### config.mk
export PLATFORM = sky130hd
export DESIGN_NAME = risc32_regfile_flat
export DESIGN_NICKNAME = d
export VERILOG_FILES = /design/src/rtl/risc32_regfile_pkg.sv /design/src/rtl/risc32_regfile_if.sv /design/src/rtl/risc32_hilo_reg.sv /design/src/rtl/risc32_regfile.sv /design/src/flat_wrapper.sv
export SDC_FILE = /design/constraint.sdc
export NUM_CORES = 2
export LEC_CHECK = 0
export BUFFER_PORTS_ARGS = -buffer_cell sky130_fd_sc_hd__buf_2
export CORE_MARGIN = 2
export CORE_UTILIZATION = 55
export DETAILED_ROUTE_END_ITERATION = 8
export HOLD_SLACK_MARGIN = 0.15
export PLACE_DENSITY_LB_ADDON = 0.05
export REMOVE_ABC_BUFFERS = 1
export SLEW_MARGIN = 40
export SYNTH_ARGS = -nofsm -noshare
export SYNTH_HDL_FRONTEND = slang
export SYNTH_HIERARCHICAL = 1
export SYNTH_SLANG_ARGS = --single-unit
### constraint.sdc
create_clock -name clk -period 5.1 [get_ports clk]
set_input_delay 1.275 -clock clk [delete_from_list [all_inputs] [get_ports clk]]
set_output_delay 1.275 -clock clk [all_outputs]
set_load 0.02 [all_outputs]
### src/rtl/risc32_regfile_pkg.sv
// Shared constants and defaults for the risc32 register file slice.
package risc32_regfile_pkg;

   localparam int RF_DATA_W   = 32;
   localparam int RF_ADDR_W   = 5;
   localparam int RF_NUM_REGS = 2 ** RF_ADDR_W;
   localparam int RF_CNT_W    = 32;

   typedef logic [RF_DATA_W-1:0] reg_bus_t;
   typedef logic [RF_ADDR_W-1:0] reg_addr_t;

   localparam reg_bus_t ZERO_WORD    = '0;
   localparam logic     WRITE_ENABLE = 1'b1;
   localparam logic     READ_ENABLE  = 1'b1;

endpackage

### src/rtl/risc32_regfile_if.sv
// Write-back commit, GPR read and HI/LO signals between the pipeline and the register file.
interface risc32_regfile_if
   import risc32_regfile_pkg::*;
#(
   parameter int DATA_W = RF_DATA_W,
   parameter int ADDR_W = RF_ADDR_W
);
   logic              we;
   logic [ADDR_W-1:0] waddr;
   logic [DATA_W-1:0] wdata;
   logic              re1;
   logic [ADDR_W-1:0] raddr1;
   logic [DATA_W-1:0] rdata1;
   logic              re2;
   logic [ADDR_W-1:0] raddr2;
   logic [DATA_W-1:0] rdata2;
   logic              whilo;
   logic [DATA_W-1:0] hi_i;
   logic [DATA_W-1:0] lo_i;
   logic [DATA_W-1:0] hi_o;
   logic [DATA_W-1:0] lo_o;

   modport master (
      output we, waddr, wdata, re1, raddr1, re2, raddr2, whilo, hi_i, lo_i,
      input  rdata1, rdata2, hi_o, lo_o
   );

   modport slave (
      input  we, waddr, wdata, re1, raddr1, re2, raddr2, whilo, hi_i, lo_i,
      output rdata1, rdata2, hi_o, lo_o
   );
endinterface

### src/rtl/risc32_hilo_reg.sv
// HI/LO register pair with asynchronous clear, write enable and same-cycle write-through.
module risc32_hilo_reg
   import risc32_regfile_pkg::*;
#(
   parameter int DATA_W = RF_DATA_W
)(
   input  logic              clk,
   input  logic              rst_n,
   input  logic              whilo,
   input  logic [DATA_W-1:0] hi_i,
   input  logic [DATA_W-1:0] lo_i,
   output logic [DATA_W-1:0] hi_o,
   output logic [DATA_W-1:0] lo_o
);

   logic [DATA_W-1:0] hi_q;
   logic [DATA_W-1:0] lo_q;

   // NOTE: state is updated with non-blocking assignments so every flop samples pre-edge values.
   always_ff @(posedge clk or negedge rst_n) begin
      if (!rst_n) begin
         hi_q <= '0;
         lo_q <= '0;
      end else if (whilo == WRITE_ENABLE) begin
         hi_q <= hi_i;
         lo_q <= lo_i;
      end
   end

   // NOTE: defaults first so no path through this block can infer a latch.
   always_comb begin
      hi_o = '0;
      lo_o = '0;
      if (rst_n) begin
         hi_o = (whilo == WRITE_ENABLE) ? hi_i : hi_q;
         lo_o = (whilo == WRITE_ENABLE) ? lo_i : lo_q;
      end
   end

endmodule

### src/rtl/risc32_regfile.sv
// GPR file (r0 hard-wired to zero) plus HI/LO, with write-through bypass on every read port.
// Optional debug read port and write counter are enabled by defining RISC32_RF_DBG_EN.
module risc32_regfile
   import risc32_regfile_pkg::*;
#(
   parameter int DATA_W   = RF_DATA_W,
   parameter int ADDR_W   = RF_ADDR_W,
   parameter int NUM_REGS = RF_NUM_REGS
)(
   input  logic                clk,
   input  logic                rst_n,
`ifdef RISC32_RF_DBG_EN
   input  logic [ADDR_W-1:0]   dbg_raddr,
   output logic [DATA_W-1:0]   dbg_rdata,
   output logic [RF_CNT_W-1:0] dbg_wr_cnt,
`endif
   risc32_regfile_if.slave     rf
);

   logic [DATA_W-1:0] gpr [NUM_REGS];
   logic              gpr_wr;

   assign gpr_wr = (rf.we == WRITE_ENABLE) && (rf.waddr != '0);

   // NOTE: the whole array is cleared by reset, so it maps to flops rather than a RAM macro.
   always_ff @(posedge clk or negedge rst_n) begin
      if (!rst_n) begin
         for (int i = 0; i < NUM_REGS; i++) gpr[i] <= '0;
      end else if (gpr_wr) begin
         gpr[rf.waddr] <= rf.wdata;
      end
   end

   function automatic logic [DATA_W-1:0] read_mux(
      input logic              rst_ok,
      input logic              re,
      input logic [ADDR_W-1:0] raddr,
      input logic              wr,
      input logic [ADDR_W-1:0] waddr,
      input logic [DATA_W-1:0] wdata,
      input logic [DATA_W-1:0] stored
   );
      logic [DATA_W-1:0] value;
      value = '0;
      if (rst_ok && re == READ_ENABLE && raddr != '0) begin
         // A commit to the same register this cycle wins over the stored copy.
         value = (wr && waddr == raddr) ? wdata : stored;
      end
      return value;
   endfunction

   always_comb begin
      rf.rdata1 = read_mux(rst_n, rf.re1, rf.raddr1, gpr_wr, rf.waddr, rf.wdata, gpr[rf.raddr1]);
      rf.rdata2 = read_mux(rst_n, rf.re2, rf.raddr2, gpr_wr, rf.waddr, rf.wdata, gpr[rf.raddr2]);
   end

   risc32_hilo_reg #(.DATA_W(DATA_W)) u_hilo (
      .clk   (clk),
      .rst_n (rst_n),
      .whilo (rf.whilo),
      .hi_i  (rf.hi_i),
      .lo_i  (rf.lo_i),
      .hi_o  (rf.hi_o),
      .lo_o  (rf.lo_o)
   );

`ifdef RISC32_RF_DBG_EN
   assign dbg_rdata = gpr[dbg_raddr];

   always_ff @(posedge clk or negedge rst_n) begin
      if (!rst_n) begin
         dbg_wr_cnt <= '0;
      end else if (gpr_wr) begin
         dbg_wr_cnt <= dbg_wr_cnt + 1'b1;
      end
   end
`endif

endmodule

### src/flat_wrapper.sv
// flat-port wrapper written by rule: the top's interface ports become plain ports
module risc32_regfile_flat import risc32_regfile_pkg::*;
#(
   parameter int DATA_W   = RF_DATA_W,
   parameter int ADDR_W   = RF_ADDR_W,
   parameter int NUM_REGS = RF_NUM_REGS
)
  (clk, rst_n, rf_we, rf_waddr, rf_wdata, rf_re1, rf_raddr1, rf_re2, rf_raddr2, rf_whilo, rf_hi_i, rf_lo_i, rf_rdata1, rf_rdata2, rf_hi_o, rf_lo_o);
  risc32_regfile_if #(.DATA_W(DATA_W), .ADDR_W(ADDR_W)) rf_i ();
  input  logic clk;
  input  logic rst_n;
  input wire logic [$bits(rf_i.we)-1:0] rf_we;
  input wire logic [$bits(rf_i.waddr)-1:0] rf_waddr;
  input wire logic [$bits(rf_i.wdata)-1:0] rf_wdata;
  input wire logic [$bits(rf_i.re1)-1:0] rf_re1;
  input wire logic [$bits(rf_i.raddr1)-1:0] rf_raddr1;
  input wire logic [$bits(rf_i.re2)-1:0] rf_re2;
  input wire logic [$bits(rf_i.raddr2)-1:0] rf_raddr2;
  input wire logic [$bits(rf_i.whilo)-1:0] rf_whilo;
  input wire logic [$bits(rf_i.hi_i)-1:0] rf_hi_i;
  input wire logic [$bits(rf_i.lo_i)-1:0] rf_lo_i;
  output wire logic [$bits(rf_i.rdata1)-1:0] rf_rdata1;
  output wire logic [$bits(rf_i.rdata2)-1:0] rf_rdata2;
  output wire logic [$bits(rf_i.hi_o)-1:0] rf_hi_o;
  output wire logic [$bits(rf_i.lo_o)-1:0] rf_lo_o;
  assign rf_i.we = rf_we;
  assign rf_i.waddr = rf_waddr;
  assign rf_i.wdata = rf_wdata;
  assign rf_i.re1 = rf_re1;
  assign rf_i.raddr1 = rf_raddr1;
  assign rf_i.re2 = rf_re2;
  assign rf_i.raddr2 = rf_raddr2;
  assign rf_i.whilo = rf_whilo;
  assign rf_i.hi_i = rf_hi_i;
  assign rf_i.lo_i = rf_lo_i;
  assign rf_rdata1 = rf_i.rdata1;
  assign rf_rdata2 = rf_i.rdata2;
  assign rf_hi_o = rf_i.hi_o;
  assign rf_lo_o = rf_i.lo_o;
  risc32_regfile #(.DATA_W(DATA_W), .ADDR_W(ADDR_W), .NUM_REGS(NUM_REGS)) u_core (.clk(clk), .rst_n(rst_n), .rf(rf_i));
endmodule
==> impl_metrics.csv <==
group,metric,value,unit
placed_design,pre_cts_slack,0.2049,ns
clock_tree,worstSkewPairLatency,0.71,ns
global_routing,overflow,0,
synthesis,yosysSeqAreaShare,0.4707,
pwr,seqPwrFrac,0.455,
placed_design,placed_cell_area,61630,sq um
pwr,power,25.07,mW
drt,drt-pass1-iter-count,7,
global_routing,antenna_found_initial,5,
global_routing,grt_pass1_vias,41060,
synthesis,syn_avg_cell_area,14.70,sq um
finish,area_delta_synth_final,13.43,%
synthesis,synthesis.instances,3936,
clock_tree,clockBufferDepth,3,
hold_path,whs_endpoint,"u_core/gpr[994]$_DFFE_PN0P_",
timing,fin_skew,0,ns
timing,slew_violations,0,
synthesis,synth_top_area_frac,0.4707,
global_routing,gr-usage-all-layers,0.3640,
synthesis,yosysTopAreaCell,"dfrtp_1",
placed_design,gp_congestion,0.8834,
critical_path,path_max_fanout,19,
pwr,ir_drop,0.3030,mV
critical_path,required,3.83,ns
drt,finalWirelength,194600,um
timing,fin_tns_setup,0,ns
placed_design,hpwl,115900,um
critical_path,reg2reg_from,"u_core/gpr[614]$_DFFE_PN0P_",
placed_design,place_inst,5304,
hold_path,min_path_cells,0,
clock_tree,post-cts-setup-buffers,0,
drt,drt_drc_violations_left,0,
floorplan,dieArea,107800,sq um
global_routing,grt_max_degree,165,
timing,tightest_slew,0.9397,ns
critical_path,r2r-end,"u_core/gpr[614]$_DFFE_PN0P_",
timing,worst_slack,0.1694,ns
timing,finalSetupViolCount,0,
synthesis,yosys_warnings,6,
critical_path,r2r_setup_slack,4.28,ns
drt,first_iter_violations,3937,
critical_path,arrival,3.66,ns
floorplan,rows,118,
timing,hold_ws,0.3924,ns
hold_path,hp-start,"u_core/gpr[994]$_DFFE_PN0P_",
floorplan,die_y,328.3,um
hold_path,hp-class,"flip-flop to flip-flop",
pwr,intPower,18.20,mW
finish,utilization,0.6312,
drt,vias,39130,
job,maxCapViolations,0,
finish,drive_above_1_share,0.5195,
timing,finalHoldViolCount,0,
timing,fin_crit_sh,0.9668,
pwr,clkPwrFrac,0.342,
floorplan,fp.coreArea,103900,sq um
timing,max_freq,0.2028,GHz
clock_tree,clkTransAtPathRegs,0.06,ns
placed_design,io_buffers,244,
pwr,p_comb_frac,0.202,
pwr,powerDensity,382.1,nW/um^2
clock_tree,post_cts_resized,0,
floorplan,boundaryPins,245,
clock_tree,h-tree-depth,3,
synthesis,yosys_most_used_dff,"dfrtp_1",
drt,avgViaCountPerCell,7.088,
finish,final_area,65610,sq um
run_status,outcome,"finished clean",
drt,wire_per_inst,35.26,um
synthesis,syn_area,57840,sq um
pwr,p_leak,29.23,nW
pwr,p_sw_frac,0.2739,
synthesis,async_flop_share,1.000,
pwr,p_switching,6.865,mW
finish,finalNetCount,4163,
clock_tree,cts_sinks,1088,
clock_tree,cts_hold_buffers,0,
timing,rsz0062_at_grt,"false",
critical_path,crit_type,"input port to output port",
floorplan,start_util,0.5565,
global_routing,grt_pass1_wl,284900,um
synthesis,ys_types,44,
synthesis,synth_edf_count,0,
finish,fillers,7657,
timing,maxSlewHeadroom,0.3736,
drt,ant_nets,0,
critical_path,end_kind,"output port",
finish,layout.cells.non_filler,5520,
clock_tree,clockRootBuffer,"clkbuf_16",
floorplan,fp.dieW,328.3,um
critical_path,worst_setup_path_start_kind,"input port",
synthesis,ys_ff_latch,1088,
clock_tree,cts_made_buffers,115,
critical_path,r2r_cells,1,
clock_tree,cts_tree,"built",
synthesis,synth.area.top_cells,"dfrtp_1 47%, mux2_2 20%, mux4_2 15%, mux2i_1 5.0%, clkbuf_1 1.7%",
timing,period_needed,4.931,ns
[cells in the final DEF, fill, tap and decap left out, types with 63 or more instances in the layout]
cell	netlist	routed
a21oi_1	63	63
a221o_1	64	64
a221oi_1	64	64
a22oi_1	96	96
buf_12	6	76
buf_2	98	236
buf_4	7	114
clkbuf_16	0	117
dfrtp_1	1088	1088
mux2_2	1028	1028
mux2i_1	290	290
mux4_2	380	380
o221ai_1	63	63
[critical path: stages]
cell	delay (ns)
buf_2	0.26
nor3_2	0.10
a21bo_2	0.25
nor4_1	0.62
nor2b_4	0.33
buf_12	0.27
a32o_1	0.31
buf_2	0.23
[state kept, by name, indices dropped and copies added, names as in the netlist]
signal	flops
u_core/gpr	1024
u_core/u_hilo/lo_q	32
u_core/u_hilo/hi_q	32
[power by group through the flow]
stage / Sequential [mW] / Clock (mW) / Combinational [mW]
floorplan: 11.1 / 0 / 3.45
global placement: 11.3 / 0 / 4.85
detailed placement: 11.5 / 0 / 5.03
CTS: 11.4 / 8.68 / 5.05
global route: 11.6 / 9.04 / 5.40
finish: 11.4 / 8.58 / 5.07
[cells by family (layout without fill, tap and decap cells)]
group                  after synthesis  in the layout  synth area share
XOR/XNOR                            10             10          0.001514
AO/OA/AOI/OAI                      450            450           0.06143
multiplexers                      1762           1762            0.4157
other                                0              3                 0
flip-flops                        1088           1088            0.4707
AND/OR/NAND/NOR                    170            170           0.01551
buffers and inverters              456            657           0.03515
[routing by layer]
| metal | track usage | wire [um] | up-vias |
|---|---|---|---|
| li1 | - | - | 15490 |
| met1 | 0.4949 | 76860 | 21070 |
| met2 | 0.5600 | 89540 | 2020 |
| met3 | 0.08599 | 18350 | 539 |
| met4 | 0.1634 | 9773 | 7 |
| met5 | 0.004880 | 108 | - |
[cell usage after synthesis, types with 31 or more instances]
master,instances
dfrtp_1,1088
a221oi_1,64
nand2_1,51
clkbuf_1,260
a22oi_1,96
mux2i_1,290
and2_1,61
o21bai_1,32
mux4_2,380
mux2_4,60
buf_2,98
a21oi_1,63
buf_1,72
o21ai_0,31
a221o_1,64
a32o_1,32
o221ai_1,63
mux2_2,1028
[how the worst max path moves through the flow]
stage,slack [ns],start,cells after the start,end
floorplan,-1.12,rf_raddr1[2],3,rf_rdata1[0]
global placement,0.17,rf_raddr1[2],9,rf_rdata1[28]
detailed placement,0.20,rf_raddr1[2],9,rf_rdata1[28]
CTS,0.21,rf_raddr1[2],9,rf_rdata1[28]
global route,0.11,rf_raddr1[2],9,rf_rdata1[28]
finish,0.17,rf_waddr[2],8,rf_rdata2[20]
[cell type report]
type                    instances  area [sq um]  area share
well taps                    1380          1727     0.02632
clock inverters                28         325.3    0.004959
diodes                          3         7.507   0.0001144
repair buffers                446          3945     0.06013
flip-flops and latches       1088         27230      0.4150
inverters                       3         11.26   0.0001716
clock buffers                 180          3515     0.05357
multi-input cells            2392         28850      0.4397
Power figures use the tool's default switching activity.
